File: config.mk
export PLATFORM = sky130hd
export DESIGN_NAME = mult_seq_flat
export DESIGN_NICKNAME = d
export VERILOG_FILES = /design/src/rtl/mult_pkg.sv /design/src/rtl/mult_seq_if.sv /design/src/rtl/mult_twos_abs.sv /design/src/rtl/mult_seq.sv /design/src/flat_wrapper.sv
export SDC_FILE = /design/constraint.sdc
export NUM_CORES = 1
export LEC_CHECK = 0
export CAP_MARGIN = 5
export CORE_ASPECT_RATIO = 0.8
export CORE_MARGIN = 2
export CORE_UTILIZATION = 50
export DETAILED_ROUTE_END_ITERATION = 7
export GPL_ROUTABILITY_DRIVEN = 0
export HOLD_SLACK_MARGIN = 0.1
export PLACE_DENSITY = 0.78
export SLEW_MARGIN = 20
export SYNTH_ARGS = -nofsm -noshare
export SYNTH_HDL_FRONTEND = slang
export SYNTH_SLANG_ARGS = --single-unit
File: constraint.sdc
create_clock -name clk -period 2.6 [get_ports clk]
set_input_delay 0.52 -clock clk [delete_from_list [all_inputs] [get_ports clk]]
set_output_delay 0.52 -clock clk [all_outputs]
set_load 0.005 [all_outputs]
File: src/rtl/mult_pkg.sv
// Shared types and sizing helpers for the sequential shift-add multiplier.
package mult_pkg;

   typedef enum logic [1:0] {
      IDLE = 2'd0,
      BUSY = 2'd1,
      DONE = 2'd2
   } state_t;

   // Bit counter must hold the value WIDTH itself.
   function automatic int cnt_width(input int width);
      return $clog2(width + 1);
   endfunction

endpackage

File: src/rtl/mult_seq_if.sv
// Operand and product handshakes of mult_seq grouped into one bundle.
interface mult_seq_if #(parameter int WIDTH = 8) ();

   logic               in_valid;
   logic               in_ready;
   logic [WIDTH-1:0]   x;
   logic [WIDTH-1:0]   y;
   logic               signed_mode;
   logic               out_valid;
   logic               out_ready;
   logic [2*WIDTH-1:0] out;

   modport master (
      output in_valid, x, y, signed_mode, out_ready,
      input  in_ready, out_valid, out
   );

   modport slave (
      input  in_valid, x, y, signed_mode, out_ready,
      output in_ready, out_valid, out
   );

endinterface

File: src/rtl/mult_twos_abs.sv
// Conditional two's-complement negation; with negate = a[MSB] it yields |a|.
module mult_twos_abs #(
   parameter int WIDTH = 8
) (
   input  logic [WIDTH-1:0] a,
   input  logic             negate,
   output logic [WIDTH-1:0] mag,
   output logic             sign
);

   // The most negative value maps onto itself, which read unsigned is its magnitude.
   assign mag  = negate ? (~a + WIDTH'(1)) : a;
   assign sign = a[WIDTH-1];

endmodule

File: src/rtl/mult_seq.sv
// Sequential shift-add multiplier, unsigned or two's complement per operation,
// with valid/ready handshakes on both the operand and the product side.
//
// state | meaning
// ------+------------------------------------------------------------
// IDLE  | in_ready high, waiting for an operand pair
// BUSY  | one shift-add step per cycle, WIDTH steps in total
// DONE  | out_valid high, product held until out_ready
module mult_seq
   import mult_pkg::*;
#(
   parameter int WIDTH = 8
) (
   input  logic       clk,
   input  logic       rst_n,
   mult_seq_if.slave  bus
);

   localparam int CW = cnt_width(WIDTH);

   state_t             state_q;
   state_t             state_d;
   logic               accept;
   logic               step;
   logic               last;
   logic               in_ready_c;
   logic               out_valid_c;

   logic [WIDTH-1:0]   mcand;
   logic [WIDTH-1:0]   mplier;
   logic               neg_q;
   logic [2*WIDTH:0]   acc;
   logic [CW-1:0]      cnt;
   logic [2*WIDTH-1:0] out_q;

   logic [WIDTH-1:0]   x_mag;
   logic [WIDTH-1:0]   y_mag;
   logic               x_sign;
   logic               y_sign;
   logic [WIDTH:0]     sum_hi;
   logic [2*WIDTH:0]   acc_step;
   logic [2*WIDTH-1:0] prod;
   logic [2*WIDTH-1:0] result;
   logic               res_sign_unused;

   mult_twos_abs #(.WIDTH(WIDTH)) u_abs_x (
      .a      (bus.x),
      .negate (bus.signed_mode & bus.x[WIDTH-1]),
      .mag    (x_mag),
      .sign   (x_sign)
   );

   mult_twos_abs #(.WIDTH(WIDTH)) u_abs_y (
      .a      (bus.y),
      .negate (bus.signed_mode & bus.y[WIDTH-1]),
      .mag    (y_mag),
      .sign   (y_sign)
   );

   // Same negation path, applied to the finished magnitude product.
   mult_twos_abs #(.WIDTH(2*WIDTH)) u_fix (
      .a      (prod),
      .negate (neg_q),
      .mag    (result),
      .sign   (res_sign_unused)
   );

   assign sum_hi   = mplier[0] ? (acc[2*WIDTH:WIDTH] + {1'b0, mcand}) : acc[2*WIDTH:WIDTH];
   assign acc_step = {1'b0, sum_hi, acc[WIDTH-1:1]};
   assign prod     = acc_step[2*WIDTH-1:0];

   always_ff @(posedge clk or negedge rst_n) begin
      if (!rst_n) begin
         state_q <= IDLE;
      end else begin
         state_q <= state_d;
      end
   end

   always_comb begin
      state_d     = state_q;
      accept      = 1'b0;
      step        = 1'b0;
      last        = 1'b0;
      in_ready_c  = 1'b0;
      out_valid_c = 1'b0;
      case (state_q)
         IDLE: begin
            in_ready_c = 1'b1;
            if (bus.in_valid) begin
               accept  = 1'b1;
               state_d = BUSY;
            end
         end
         BUSY: begin
            step = 1'b1;
            if (cnt == CW'(1)) begin
               last    = 1'b1;
               state_d = DONE;
            end
         end
         DONE: begin
            out_valid_c = 1'b1;
            if (bus.out_ready) begin
               state_d = IDLE;
            end
         end
         default: state_d = IDLE;
      endcase
   end

   always_ff @(posedge clk or negedge rst_n) begin
      if (!rst_n) begin
         mcand  <= '0;
         mplier <= '0;
         neg_q  <= 1'b0;
         acc    <= '0;
         cnt    <= '0;
         out_q  <= '0;
      end else if (accept) begin
         mcand  <= x_mag;
         mplier <= y_mag;
         neg_q  <= bus.signed_mode & (x_sign ^ y_sign);
         acc    <= '0;
         cnt    <= CW'(WIDTH);
      end else if (step) begin
         acc    <= acc_step;
         mplier <= mplier >> 1;
         cnt    <= cnt - CW'(1);
         if (last) begin
            out_q <= result;
         end
      end
   end

   assign bus.in_ready  = in_ready_c;
   assign bus.out_valid = out_valid_c;
   assign bus.out       = out_q;

endmodule

File: src/flat_wrapper.sv
// flat-port wrapper written by rule: the top's interface ports become plain ports
module mult_seq_flat import mult_pkg::*;
#(
   parameter int WIDTH = 8
)
  (clk, rst_n, bus_in_valid, bus_x, bus_y, bus_signed_mode, bus_out_ready, bus_in_ready, bus_out_valid, bus_out);
  mult_seq_if #(.WIDTH(WIDTH)) bus_i ();
  input  logic clk;
  input  logic rst_n;
  input wire logic [$bits(bus_i.in_valid)-1:0] bus_in_valid;
  input wire logic [$bits(bus_i.x)-1:0] bus_x;
  input wire logic [$bits(bus_i.y)-1:0] bus_y;
  input wire logic [$bits(bus_i.signed_mode)-1:0] bus_signed_mode;
  input wire logic [$bits(bus_i.out_ready)-1:0] bus_out_ready;
  output wire logic [$bits(bus_i.in_ready)-1:0] bus_in_ready;
  output wire logic [$bits(bus_i.out_valid)-1:0] bus_out_valid;
  output wire logic [$bits(bus_i.out)-1:0] bus_out;
  assign bus_i.in_valid = bus_in_valid;
  assign bus_i.x = bus_x;
  assign bus_i.y = bus_y;
  assign bus_i.signed_mode = bus_signed_mode;
  assign bus_i.out_ready = bus_out_ready;
  assign bus_in_ready = bus_i.in_ready;
  assign bus_out_valid = bus_i.out_valid;
  assign bus_out = bus_i.out;
  mult_seq #(.WIDTH(WIDTH)) u_core (.clk(clk), .rst_n(rst_n), .bus(bus_i));
endmodule
## After elaboration in Yosys (flattened, before gate mapping)

Cells that the tools add are included.

| storage, ports and cells | value |
|---|---|
| word-level logic and storage cells | 51 |
| bits of input ports | 21 |
| output and inout bits | 18 |
| register bits | 56 |

| cells by class | value |
|---|---|
| eq/ne operators | 6 |
| add/subtract/negate cells | 5 |
| bitwise logic cells | 8 |
| reduce and logical (&&, ||, !) cells | 4 |
| multiplexer cells | 21 |

Operator list:

| kind | number |
|---|---|
| 17-bit two-way mux | 2 |
| 8-bit two-way mux | 4 |
| 16-bit by 1-bit adder with 16-bit output, second input constant | 1 |
| 8-bit by 1-bit adder with 8-bit output, second input constant | 2 |
| 16-bit two-way mux | 1 |
| 16-bit NOT | 1 |
| 8-bit NOT | 2 |
| 9-bit by 8-bit adder with 9-bit output | 1 |
| 9-bit two-way mux | 1 |
| 4-bit two-way mux | 2 |
| 1-bit two-way mux | 7 |
| 2-bit two-way mux | 3 |
| 2-bit one-hot mux with 3 select lines | 1 |
| 3-bit AND reduction | 2 |
| 4-bit by 1-bit equality test with 1-bit output, second input constant | 1 |
| 2-bit inequality test, second input constant | 2 |
| 4-bit by 1-bit subtractor with 4-bit output, second input constant | 1 |
| 1-bit AND | 3 |
| 2-bit by 1-bit equality test with 1-bit output, second input constant | 1 |
| 2-bit equality test, second input constant | 1 |
| 2-bit zero test | 1 |
| 2-bit by 1-bit inequality test with 1-bit output, second input constant | 1 |
| 2-bit nonzero test | 1 |
| 1-bit NOT | 1 |
| 1-bit bitwise XOR | 1 |

## Depth between registers and ports, before layout

| depth | value |
|---|---|
| depth in word-level cells | 5 |
| gate-level depth with buffers | 9 |
| mapped depth without buffers | 9 |

## Hierarchy

Synthesis repeated with hierarchy kept, for this count alone.

| unflattened totals | value |
|---|---|
| cells, all modules | 366 |
| area total of the unflattened synthesis | 3,400.8 um^2 |

By module, submodules not included:

| module | instances | cells each | area each (um^2) |
|---|---|---|---|
| mult_seq | 1 | 274 | 2,702.6 |
| mult_twos_abs at u_core.u_abs_x ... | 2 | 22 | 178.9 |
| mult_twos_abs at u_core.u_fix | 1 | 48 | 340.3 |

## Worst setup path before layout

OpenSTA, ideal clock, no wires.

| timing | value |
|---|---|
| kind | reg2reg |
| from | register u_core.acc[8] |
| to | register u_core.out_q[14], in the netlist u_core.bus.out[14] |
| buffers on the path | 0 |
| arrival time | 2.344 ns |
| clock period less this slack | 2.474 ns |
| slack | 0.126 ns |
| library setup time | 0.130 ns |
| stages on the path, launching flop included | 10 |
| cell sequence | dfrtp_1 ha_1 fa_1 a211oi_4 o21bai_2 a311o_1 mux2i_4 a41o_1 xor2_1 o21ai_1 |

| between the ends | value |
|---|---|
| cells in the longest elaborated chain, start to end | 5 |

Ends and longest elaborated chain:

| element | RTL line | text |
|---|---|---|
| start, declared | mult_seq.sv:32 | `logic [2*WIDTH:0] acc;` |
| start signal, assigned | mult_seq.sv:127 | `acc <= acc_step;` |
| 9-bit by 8-bit adder with 9-bit output | mult_seq.sv:68 | `assign sum_hi = mplier[0] ? (acc[2*WIDTH:WIDTH] + {1'b0, mcand}) : acc[2*WIDTH:WIDTH];` |
| 9-bit two-way mux (*) | mult_seq.sv:68 |  |
| 16-bit NOT | mult_twos_abs.sv:12 | `assign mag = negate ? (~a + WIDTH'(1)) : a;` |
| 16-bit by 1-bit adder with 16-bit output | mult_twos_abs.sv:12 |  |
| 16-bit two-way mux (*) | mult_twos_abs.sv:12 |  |
| end signal, assigned | mult_seq.sv:131 | `out_q <= result;` |
| end, declared | mult_seq.sv:34 | `logic [2*WIDTH-1:0] out_q;` |

Mark *: on every way between the ends. The rest lies on a longest branch, timed or not.
A chain may end at the register's enable or synchronous reset.

## Worst setup path after layout

| timing | value |
|---|---|
| from | register u_core.acc[8] |
| to | register u_core.out_q[13], in the netlist u_core.bus.out[13] |

Same word-level chain as after synthesis.

==> flow_summary.toml <==
[status]
status = "completed"

[power_and_ir_drop]
leakage_nw = 1.71
power_frac_clock_pct = 13.8
switching_share_pct = 41.0
power_frac_seq_pct = 30.8
p_sw_mw = 2.05
p_int_mw = 2.96
combPwrFrac_pct = 55.4
powerDensity_nw_per_um2 = 1290
irDropWorstVdd_uv = 536

[clock_tree]
path_clk_slew_ns = 0.10
cts.sinks = 54
htreeDepth = 2
cts_root_buf = "clkbuf_8"
numCtsBuffers = 5
clk_path_buf_depth = 2
cts.hold.buffers_added = 0
cts_tree = "built"
insertion_delay_ns = 0.31

[sta]
tns_ns = 0
skew_ns = 0.00805
fin_crit_sh_pct = 97.6
rsz0062_at_grt = "true"
finalHoldViolCount = 0
fmax_mhz = 394
setup_viol = 0
period_minus_slack_ns = 2.54
relSlewSlack_pct = 56.1
slew_violations = 0
worst_slew_pin_slew_ns = 0.659

[yosys]
synthAdderAreaFrac_pct = 5.73
synthTopCellsByCount = "nand2_1 (66), dfrtp_1 (54), o21ai_0 (42)"
synthMuxAreaShare_pct = 2.67
async_reset_ff_share_pct = 100
synth.avg_cell_area_um2 = 8.78
synth_area_leader_cell = "dfrtp_1"
syn_area_um2 = 3190
synth_flop_cell = "dfrtp_1"
ys_ff_latch = 54
yosys.area_share.simple_pct = 18.9
synth_top_area_share_pct = 42.4
ys_seq_area_share_pct = 42.4
yosysMostFrequentCell = "nand2_1"
synthDistinctLibCells = 50
synth_edf_count = 0
synth_nets = 398
synth_compound_gate_area_share_pct = 18.6
yosys-top-cells-area = "dfrtp_1 (42%), nand2_1 (7.8%), o21ai_0 (6.6%)"
synth_warnings = 0
synth_top_family_by_area = "simple AND/OR/NAND/NOR gates"
synthXorXnorAreaFrac_pct = 7.70
syn_inst = 363

[grt]
grt_use_total_pct = 20.3
grt_max_degree = 55
grt_pass1_vias = 2471
antenna_found_initial = 0
grt_first_pass_wirelength_um = 11200
globalRouteOverflowTotal = 0

[drt]
post_drt_wl_per_cell_um = 13.5
vias = 2669
firstDrtPassIters = 4
drtIter0Drc = 144
ant_nets = 0
wl_um = 6570
drc = 0
via_per_inst = 5.47

[setup_path]
worstPathMaxFanout = 4
endpoint_kind = "flop"
path_class = "flop to flop"
crit_path_start_kind = "flop"
critPathArrivalTime_ns = 2.75
worst_ep_required_time_ns = 2.81

[floorplanning]
die_w_um = 93.3
die_area_um2 = 7030
core_um2 = 6040
initial_core_util_pct = 52.8
row_count = 25
io_pins = 39
die_h_um = 75.4

[placed_design]
port-buffer-count = 38
hpwl_um = 4880

[cells_and_area]
fill_cells = 492
num_antenna_cells = 0
layout-drive-gt1-share_pct = 8.85
nets = 441
syn_to_final_growth_pct = 21.4
fin_util_pct = 64.1

[run]
max-cap-violations = 0

[hold_path]
holdCritPathClass = "input port to async pin"
layout by cell type (no fill, tap or decap), types with 12 or more instances in the layout:
cell type and count:
clkdlybuf4s50_1 37, ha_1 12, buf_4 15, nand2_1 66, nand3_1 20, nor2_1 19, xnor2_1 13, o21ai_0 42
inv_1 15, xor2_1 15, dfrtp_1 54
routing by layer:
| metal | routed length (um) | vias up | track usage [%] | share of wire (%) |
|---|---|---|---|---|
| li1 | - | 1355 | - | - |
| met1 | 3190 | 1232 | 27.6 | 49 |
| met2 | 3000 | 75 | 33.7 | 46 |
| met3 | 307 | 7 | 3.26 | 4.7 |
| met4 | 75 | 0 | 7.35 | 1.1 |
| met5 | 0 | - | 0 | 0 |
through the flow:
| step | std cells | instance area [um2] | power, mW | hold WS (ns) | worst slack (ns) |
|---|---|---|---|---|---|
| detailed placement | 476 | 3680 | 4.21 | 0.470 | -0.0444 |
| global route | 488 | 3870 | 5.44 | 0.390 | -0.0420 |
| global placement | 476 | 3680 | 4.12 | 0.461 | 0.0241 |
| floorplan | 363 | 3190 | 3.35 | 0.224 | 0.126 |
| finish | 488 | 3870 | 5.01 | 0.315 | 0.0625 |
| CTS | 484 | 3830 | 4.92 | 0.348 | 0.00801 |
path summary, 6_finish.rpt:
path                            depth (start not counted)  slack [ns]                 end               from
worst max-delay path                                    9        0.06  u_core.bus.out[13]      u_core.acc[8]
worst min-delay path                                    2        0.31   u_core.bus.out[6]              rst_n
worst max register to register                          9        0.06  u_core.bus.out[13]      u_core.acc[8]
worst min register to register                          2        0.49   u_core.bus.out[4]  u_core.bus.out[4]
max in group asynchronous                               2        1.84     u_core.mcand[6]              rst_n
min in group clk                                        2        0.49   u_core.bus.out[4]  u_core.bus.out[4]
power groups by stage:
stage / logic, mW / clock network (mW) / registers, mW
floorplan: 1.88 / 0 / 1.47
global placement: 2.58 / 0 / 1.54
detailed placement: 2.66 / 0 / 1.56
CTS: 2.68 / 0.698 / 1.54
global route: 3.10 / 0.740 / 1.60
finish: 2.77 / 0.688 / 1.54
layout make-up:
class / instances / area (um2) / area share [%]
well taps: 81 / 101 / 2.62
clock buffers: 6 / 82.6 / 2.13
clock inverters: 2 / 60.1 / 1.55
flip-flops and latches: 54 / 1350 / 34.9
repair buffers: 53 / 488 / 12.6
inverters: 16 / 60.1 / 1.55
multi-input cells: 276 / 1730 / 44.6
flip-flops by register name (all words and copies together) (netlist names):
name            flops
u_core.cnt          4
u_core.state_q      2
u_core.neg_q        1
u_core.acc         15
u_core.mcand        8
u_core.mplier       8
u_core.bus.out     16
cells by family (layout without fill, tap and decap cells):
family / Yosys count / after routing
compound gates: 94 / 94
flops: 54 / 54
mux: 7 / 7
xor+xnor: 28 / 28
simple gates: 133 / 133
buf+inv: 33 / 77
fa+ha+maj: 14 / 14
critical path, stage by stage, from the launching register on:
cell	delay [ns]
dfrtp_1	0.41
ha_2	0.21
fa_2	0.37
a211oi_4	0.33
o21ba_4	0.19
o221ai_2	0.13
a211oi_2	0.32
a21oi_2	0.09
xnor2_1	0.13
mux2_2	0.26
what timing repair did:
| action | in CTS | in global routing |
|---|---|---|
| resized for setup | 1 | 3 |
| setup buffers | 0 | 4 |
| setup endpoints to repair | 3 | 3 |
| pin swaps | 2 | 5 |
(Power assumes the default switching activity.)
